## config.mk

```make
export PLATFORM = sky130hd
export DESIGN_NAME = nl_vc_input_requester
export DESIGN_NICKNAME = d
export VERILOG_FILES = /design/src/rtl/nl_vc_input_requester_pkg.sv /design/src/rtl/nl_vc_input_requester_fifo.sv /design/src/rtl/nl_vc_input_requester.sv
export SDC_FILE = /design/constraint.sdc
export NUM_CORES = 1
export LEC_CHECK = 0
export CAP_MARGIN = 20
export CORE_UTILIZATION = 58
export DETAILED_ROUTE_END_ITERATION = 7
export GPL_TIMING_DRIVEN = 0
export PLACE_DENSITY_LB_ADDON = 0.1
export SLEW_MARGIN = 5
export SYNTH_ARGS = -nofsm -noshare
export SYNTH_HDL_FRONTEND = slang
export SYNTH_SLANG_ARGS = --single-unit
```

## constraint.sdc

```tcl
create_clock -name clk -period 3.6 [get_ports clk]
set_clock_uncertainty 0.15 [all_clocks]
set_input_delay 0.72 -clock clk [delete_from_list [all_inputs] [get_ports clk]]
set_output_delay 0.72 -clock clk [all_outputs]
set_load 0.03 [all_outputs]
```

## src/rtl/nl_vc_input_requester_pkg.sv

```systemverilog
// Shared router types: one-hot output port, flit layout and the error-flag bit map
// used by the input requester, the VC allocator and the crossbar.
package NL_package;

    localparam int NL_NP = 7;
    localparam int NL_DW = 32;

    typedef logic [NL_NP-1:0] output_port_t;

    typedef struct packed {
        logic [NL_DW-1:0] data;
        output_port_t     port;
    } flit_t;

    localparam int ERR_OVERFLOW = 0;
    localparam int ERR_NO_REQ   = 1;
    localparam int ERR_MULTI    = 2;
    localparam int ERR_W        = 3;

endpackage

```

## src/rtl/nl_vc_input_requester_fifo.sv

```systemverilog
// Synchronous single-clock FIFO holding the flits of one virtual channel.
// A pop frees its slot at the same edge, so push+pop on a full FIFO is accepted.
module nl_vc_fifo #(
    parameter int W     = 39,
    parameter int DEPTH = 4
) (
    input  logic                     clk,
    input  logic                     rst,
    input  logic                     push,
    input  logic                     pop,
    input  logic [W-1:0]             din,
    output logic [W-1:0]             head,
    output logic                     empty,
    output logic                     full,
    output logic [$clog2(DEPTH):0]   count
);

    localparam int AW = $clog2(DEPTH);
    localparam int CW = AW + 1;

    logic [W-1:0]  mem [DEPTH];
    logic [AW-1:0] wr_ptr;
    logic [AW-1:0] rd_ptr;
    logic [CW-1:0] cnt;
    logic          do_push;
    logic          do_pop;

    assign empty   = (cnt == '0);
    assign full    = (cnt == CW'(DEPTH));
    assign count   = cnt;
    assign head    = mem[rd_ptr];
    assign do_pop  = pop && !empty;
    assign do_push = push && (!full || do_pop);

    // Pointers are AW bits wide, so DEPTH being a power of two makes them wrap for free.
    always_ff @(posedge clk) begin
        if (rst) begin
            wr_ptr <= '0;
            rd_ptr <= '0;
            cnt    <= '0;
        end else begin
            if (do_push) wr_ptr <= wr_ptr + AW'(1);
            if (do_pop)  rd_ptr <= rd_ptr + AW'(1);
            cnt <= cnt + CW'(do_push) - CW'(do_pop);
        end
    end

    // NOTE: storage is deliberately not reset; the pointers and count define which entries are valid.
    always_ff @(posedge clk) begin
        if (do_push) mem[wr_ptr] <= din;
    end

endmodule

```

## src/rtl/nl_vc_input_requester.sv

```systemverilog
// Input-port VC buffering: per-VC FIFOs, allocator request/port presentation,
// grant-driven pop with registered crossbar flit, upstream credit and sticky error flags.
module nl_vc_input_requester
    import NL_package::*;
#(
    parameter int NP    = NL_NP,
    parameter int NV    = 2,
    parameter int DEPTH = 4,
    parameter int DW    = NL_DW
) (
    input  logic                     clk,
    input  logic                     rst,
    input  logic                     flit_in_valid,
    input  logic [$clog2(NV)-1:0]    flit_in_vc,
    input  logic [DW-1:0]            flit_in_data,
    input  logic [NP-1:0]            flit_in_port,
    output logic [NV-1:0]            req,
    output logic [NV-1:0][NP-1:0]    output_port,
    input  logic [NV-1:0]            grant,
    output logic                     flit_out_valid,
    output logic [DW-1:0]            flit_out_data,
    output logic [NP-1:0]            flit_out_port,
    output logic                     credit_out_valid,
    output logic [$clog2(NV)-1:0]    credit_out_vc,
    output logic [ERR_W-1:0]         err
);

    localparam int VW = $clog2(NV);
    localparam int FW = DW + NP;
    localparam int CW = $clog2(DEPTH) + 1;

    logic [FW-1:0] head [NV];
    logic [CW-1:0] count [NV];
    logic [NV-1:0] empty;
    logic [NV-1:0] full;
    logic [NV-1:0] push;
    logic [NV-1:0] pop;

    logic [NV-1:0] valid_grant;
    logic [VW-1:0] pop_idx;
    logic          pop_any;
    logic [FW-1:0] pop_flit;
    logic [ERR_W-1:0] err_set;

    for (genvar v = 0; v < NV; v++) begin : g_vc
        assign push[v] = flit_in_valid && (flit_in_vc == VW'(v));

        nl_vc_fifo #(
            .W     (FW),
            .DEPTH (DEPTH)
        ) u_fifo (
            .clk   (clk),
            .rst   (rst),
            .push  (push[v]),
            .pop   (pop[v]),
            .din   ({flit_in_data, flit_in_port}),
            .head  (head[v]),
            .empty (empty[v]),
            .full  (full[v]),
            .count (count[v])
        );
    end

    // Requests and ports come only from registered FIFO state, so a grant never loops back into req.
    always_comb begin
        req         = '0;
        output_port = '0;
        for (int v = 0; v < NV; v++) begin
            req[v] = !empty[v];
            if (count[v] != '0) output_port[v] = head[v][NP-1:0];
        end
    end

    // Lowest-index requested grant wins; a multi-hot grant still pops exactly one VC.
    always_comb begin
        valid_grant = grant & req;
        pop_any     = |valid_grant;
        pop_idx     = '0;
        pop         = '0;
        for (int v = NV - 1; v >= 0; v--) begin
            if (valid_grant[v]) pop_idx = VW'(v);
        end
        if (pop_any) pop[pop_idx] = 1'b1;
        pop_flit = head[pop_idx];
    end

    // A simultaneous pop on the target VC frees a slot, so only a push without it overflows.
    always_comb begin
        err_set               = '0;
        err_set[ERR_OVERFLOW] = flit_in_valid && full[flit_in_vc] && !pop[flit_in_vc];
        err_set[ERR_NO_REQ]   = |(grant & ~req);
        err_set[ERR_MULTI]    = (grant & (grant - NV'(1))) != '0;
    end

    always_ff @(posedge clk) begin
        if (rst) begin
            flit_out_valid   <= 1'b0;
            flit_out_data    <= '0;
            flit_out_port    <= '0;
            credit_out_valid <= 1'b0;
            credit_out_vc    <= '0;
            err              <= '0;
        end else begin
            flit_out_valid   <= pop_any;
            credit_out_valid <= pop_any;
            if (pop_any) begin
                flit_out_data <= pop_flit[FW-1:NP];
                flit_out_port <= pop_flit[NP-1:0];
                credit_out_vc <= pop_idx;
            end
            err <= err | err_set;
        end
    end

endmodule
```

Word level (Yosys, flattened, before mapping)
Memories as Yosys holds them, arrays and structs flattened. A register that Yosys moved wholly into a read port is not among the register bits.
Cells that the tools add are included.

word-level totals
  bits in writable memories = 312
  bits in read-only memories = 0
  bits in latches = 0
  input bits = 45
  output and inout bits = 61
  word-level logic and storage cells = 80
  flip-flop bits (word level) = 58
  memories = 2

memories
  name                words  width  rd ports  clocked after memory_dff  wr ports  line                              text
  g_vc[0].u_fifo.mem  4      39     1         1                         1         nl_vc_input_requester_fifo.sv:21  logic [W-1:0] mem [DEPTH];
  g_vc[1].u_fifo.mem  4      39     1         1                         1         nl_vc_input_requester_fifo.sv:21

cells by class
  div/mod/pow operators = 0
  $mul = 0
  bitwise operators = 7
  shifts and indexed selects = 0
  equality and inequality tests = 2
  magnitude comparators = 4
  reduce and logical (&&, ||, !) cells = 23
  mux-type cells = 22
  add/subtract/negate cells = 9

operators with widths
  cell                                                      number
  2-to-1 mux 39 bit                                         3
  2-to-1 mux 7 bit                                          2
  2-to-1 mux 1 bit                                          11
  2-to-1 mux 2 bit                                          5
  logical AND 1 bit                                         9
  adder 2 x 1 -> 2 bit, second input constant               4
  adder 3 x 1 -> 3 bit                                      2
  AND 2 bit                                                 3
  equality test 3 bit, second input constant                2
  zero test 3 bit                                           2
  nonzero test 3 bit                                        2
  subtractor 3 x 1 -> 3 bit                                 2
  zero test 1 bit                                           5
  < comparator 1 x 2 -> 1 bit, second input constant        2
  OR reduction 2 bit                                        2
  OR 3 bit                                                  1
  greater-or-equal comparator 2 bit, second input constant  1
  logical OR 1 bit                                          2
  NOT 1 -> 2 bit                                            1
  NOT 2 bit                                                 1
  nonzero test 2 bit                                        1
  subtractor 2 x 1 -> 2 bit, second input constant          1
  demux 1 bit (select 1 bit)                                1
  greater-or-equal comparator 1 bit, second input constant  1
  NOT 1 bit                                                 1

Longest topological paths before layout
  depth after elaboration = 15
  gate-level depth with buffers = 11
  gate-level depth less buffers = 10

Cells and area by module
A second synthesis with hierarchy kept.

unflattened totals
  cell total of the unflattened synthesis = 759
  area total of the unflattened synthesis = 14293.7 µm²

modules (own cells, without submodules)
  module                 area each (µm²)  instances  cells each  sequential area each (µm²)
  nl_vc_fifo             6112.1           2          250         4864.7
  nl_vc_input_requester  2069.5           1          259         880.8

Worst setup path before layout
OpenSTA, ideal clock, no wires.

  path type = input to register
  start point = input grant[0]
  end point = register g_vc[0].u_fifo.cnt[2]
  stages on the path = 11
  setup time = 128 ps
  required time = 3322 ps
  path buffers = 2
  setup slack = 922 ps
  data arrival time = 2400 ps
  path through = o31ai_4 -> inv_2 -> buf_2 -> buf_2 -> ha_1 -> inv_1 -> ha_1 -> fa_1 -> xnor2_1 -> xnor2_1 -> nor2_1

between the ends
  longest elaborated chain between the ends = 12
  elaborated cells between the ends (all ways) = 14
  those cells by class = add/sub (2); order compare (2); mux (4); bitwise (1); reduce/logical (5)

ends and longest elaborated chain
  what                                                                                                           line                              text
  start: declaration                                                                                             nl_vc_input_requester.sv:19       input logic [NV-1:0] grant,
  AND 2 bit *                                                                                                    nl_vc_input_requester.sv:76       valid_grant = grant & req;
  2-to-1 mux 1 bit                                                                                               nl_vc_input_requester.sv:81       if (valid_grant[v]) pop_idx = VW'(v);
  < comparator 1 x 2 -> 1 bit (implied by the code) / greater-or-equal comparator 1 bit (equally long branches)  nl_vc_input_requester.sv:83       if (pop_any) pop[pop_idx] = 1'b1;
  logical AND 1 bit (implied by the code)                                                                        nl_vc_input_requester.sv:83
  2-to-1 mux 1 bit (implied by the code)                                                                         nl_vc_input_requester.sv:83
  demux 1 bit (select 1 bit)                                                                                     nl_vc_input_requester.sv:83
  2-to-1 mux 2 bit *                                                                                             nl_vc_input_requester.sv:83
  logical AND 1 bit *                                                                                            nl_vc_input_requester_fifo.sv:32  assign do_pop = pop && !empty;
  named net g_vc[0].u_fifo.do_pop                                                                                nl_vc_input_requester_fifo.sv:26  logic do_pop;
  logical OR 1 bit                                                                                               nl_vc_input_requester_fifo.sv:33  assign do_push = push && (!full || do_pop);
  logical AND 1 bit                                                                                              nl_vc_input_requester_fifo.sv:33
  adder 3 x 1 -> 3 bit                                                                                           nl_vc_input_requester_fifo.sv:44  cnt <= cnt + CW'(do_push) - CW'(do_pop);
  subtractor 3 x 1 -> 3 bit *                                                                                    nl_vc_input_requester_fifo.sv:44
  end signal: assignment                                                                                         nl_vc_input_requester_fifo.sv:44
  end: declaration                                                                                               nl_vc_input_requester_fifo.sv:24  logic [CW-1:0] cnt;

Mark *: on every way through the listed nets, which the timed path passes. The rest lies on a longest branch.
A chain may end at the register's enable or synchronous reset.

==> results.json <==
{
  "synth_simple_gate_area_frac": 0.04234,
  "viasPerCell": 5.922,
  "crit_fanout": 10,
  "dieWidth_um": 158.1,
  "drt_first_pass_iters": 5,
  "p_per_area_nw_per_um2": 732.7,
  "antenna_cells": 0,
  "wl_per_cell_um": 23.45,
  "cpPeakStageDelay_ps": 630,
  "tightest_slew_ps": 838.0,
  "drc": 0,
  "finalPower_uw": 12350,
  "end_kind": "primary output",
  "synthTopCellsByArea": "edfxtp_1 66%, mux4_2 12%, dfxtp_1 8.8%, a211oi_1 2.1%, a21oi_1 1.7%",
  "crit_arrival_ps": 2540,
  "outcome": "complete, no violations",
  "layout-drive-gt1-share": 0.1832,
  "grt_use_total": 0.2481,
  "port_buffers": 104,
  "antenna_found_initial": 1,
  "path_cells": "buf_4 > mux4_2 > nor2b_1 > clkdlybuf4s50_1",
  "finalWirelength_um": 29500,
  "fin_crit_sh": 0.9483,
  "fin_crit_ps": 3414,
  "initial_core_util": 0.5965,
  "cts_repair_resize_count": 0,
  "finalSetupViolations": 0,
  "grt_first_pass_wirelength_um": 44400,
  "syn-cell-area_um2": 14130,
  "gp_congestion": 0.7231,
  "rsz0062_at_grt": "false",
  "cap_violations": 0,
  "cts_buffers": 36,
  "post_cts_buffers": 0,
  "synthXorXnorAreaFrac": 0.003100,
  "grt_pass1_vias": 7756,
  "crit_slowest_cell": "clkdlybuf4s50_1",
  "grt_overflow": 0,
  "ys_ff_latch": 374,
  "die_h_um": 158.1,
  "cts.sinks": 374,
  "cts_tree": "yes",
  "ant_nets": 0,
  "fmax_ghz": 0.2929,
  "max_slew_margin": 0.4413,
  "slew_violations": 0,
  "critPathLaunchType": "flop",
  "dp_hpwl_um": 17800,
  "p_leak_uw": 0.005438,
  "syn-num-nets": 823,
  "synth_edf_count": 312,
  "placed_area_um2": 15750,
  "yosysTopAreaCell": "edfxtp_1",
  "clk_pin_slew_worst_paths_ps": 60,
  "synth_fa_ha_area_frac": 0.01346,
  "seq_area_frac_synth": 0.7511,
  "netlist-cell-type-count": 37,
  "required_ps": 2730,
  "dr_total_vias": 7450,
  "ys_warn_count": 0,
  "dieArea_um2": 24980,
  "h-tree-depth": 2,
  "synthMuxAreaShare": 0.1259,
  "io_pins": 106,
  "core_area_um2": 23680,
  "clkLatencyLatePin_ps": 510,
  "drt_iter0_drc": 699,
  "nets": 974,
  "hp-class": "reg2reg",
  "critPathKind": "reg2out",
  "synth_compound_area_frac": 0.04553,
  "synth_top_family_by_area": "multiplexers",
  "synth.top_cell.area_share": 0.6632,
  "final_area_um2": 16860,
  "cts_root_buffer": "clkbuf_16",
  "hold_viol_final": 0,
  "rows": 56,
  "synthArstFlopShare": 0,
  "ir_drop_v": 0.0004918,
  "clk_path_buf_depth": 3,
  "synthCells": 764,
  "synth_area_per_cell_um2": 18.49,
  "grt_start_max_net_pins": 27,
  "syn_to_final_growth_pct": 19.35,
  "ys.flop_type": "edfxtp_1"
}
==> per-stage QoR <==
step | std cells | setup slack, ps | setup TNS, ps | utilization | hold WS [ps]
2_1_floorplan | 764 | 922.1 | 0 | - | 309.1
3_3_place_gp | 1187 | -648.4 | -197470 | 0.6573 | 304.3
3_5_place_dp | 1197 | -114.2 | -128.8 | 0.6651 | 322.3
4_1_cts | 1258 | 177.0 | 0 | 0.7119 | 334.3
5_1_grt | 1258 | 137.5 | 0 | 0.7119 | 369.1
6_report | 1258 | 186.0 | 0 | 0.7119 | 325.7
==> area by class of cell <==
class,instances,area (um^2)
plain buffers,41,191.4
clock inverters,9,66.31
repair buffers,114,1216
fillers,1519,6823
inverters,18,67.56
flip-flops and latches,374,10610
multi-input cells,330,3263
well taps,319,399.1
clock buffers,53,1046
==> flip-flops by register name, summed over array words and instances, names as in the netlist, named ones only <==
| name | count |
|---|---|
| credit_out_valid | 1 |
| credit_out_vc | 1 |
| err | 3 |
| flit_out_data | 32 |
| flit_out_port | 7 |
| g_vc.u_fifo.count | 6 |
| g_vc.u_fifo.mem | 312 |
| g_vc.u_fifo.rd_ptr | 4 |
| g_vc.u_fifo.wr_ptr | 4 |
==> cell usage after synthesis (5+ instances only) <==
master	number
buf_4	5
inv_1	17
nand2_1	40
mux4_2	78
xnor2_1	5
dfxtp_1	62
nor2b_1	19
a21oi_1	48
buf_2	15
edfxtp_1	312
clkbuf_1	21
ha_1	12
a211oi_1	39
nor2_1	51
==> layer usage <==
metal / GRT usage / wire, um
met5: 0 / 11
met4: 0.07647 / 561
met3: 0.04599 / 1792
met2: 0.4229 / 14870
met1: 0.3268 / 12260
==> worst paths after layout <==
| kind | slack (ps) | depth (start not counted) | end | start |
|---|---|---|---|---|
| worst min register to register | 330 | 2 | err[2]$_SDFF_PP0_ | err[2]$_SDFF_PP0_ |
| worst min-delay path | 330 | 2 | err[2]$_SDFF_PP0_ | err[2]$_SDFF_PP0_ |
| worst max register to register | 510 | 11 | g_vc[0].u_fifo.count[2]$_SDFF_PP0_ | g_vc[0].u_fifo.count[2]$_SDFF_PP0_ |
| worst max-delay path | 190 | 4 | output_port[1] | flop |
==> cells by family after synthesis <==
kind of cell,count (synthesis)
AO/OA/AOI/OAI,99
XOR/XNOR,5
adder cells (fa/ha/maj),14
buffers and inverters,60
flip-flops,374
multiplexers,80
AND/OR/NAND/NOR,132
==> placed cells by master, fill, tap and decap left out, types with 2 or more instances in the layout <==
cell,count
a211oi_1,39
a21oi_1,48
and2_2,4
and3_2,4
buf_12,8
buf_2,15
buf_4,7
clkbuf_1,30
clkbuf_16,37
clkbuf_8,6
clkdlybuf4s50_1,104
clkinv_1,3
clkinv_2,5
dfxtp_1,62
edfxtp_1,312
fa_1,2
ha_1,12
inv_1,17
mux4_2,78
nand2_1,40
nand2b_1,3
nand3_1,3
nor2_1,51
nor2b_1,19
nor3_1,3
o21ai_0,4
or3_1,2
xnor2_1,5
==> what timing repair did <==
item / in CTS / in global routing
hold endpoints to repair: 0 / 0
hold buffers: 0 / 0
endpoints found under the setup margin: 1 / 0
==> critical path, delay by kind of cell, from the launching register on <==
family	cells	cell delay [ps]
AND/OR/NAND/NOR	1	150
buffers and inverters	2	930
multiplexers	1	550
flip-flops	1	400
==> where the power goes <==
part | switching, uW | internal, uW | total, uW | leakage (uW)
combinational | 1960 | 1490 | 3440 | 0.00154
clock | 1480 | 2080 | 3550 | 0.000549
sequential | 234 | 5120 | 5360 | 0.00335
(Power assumes the default switching activity.)
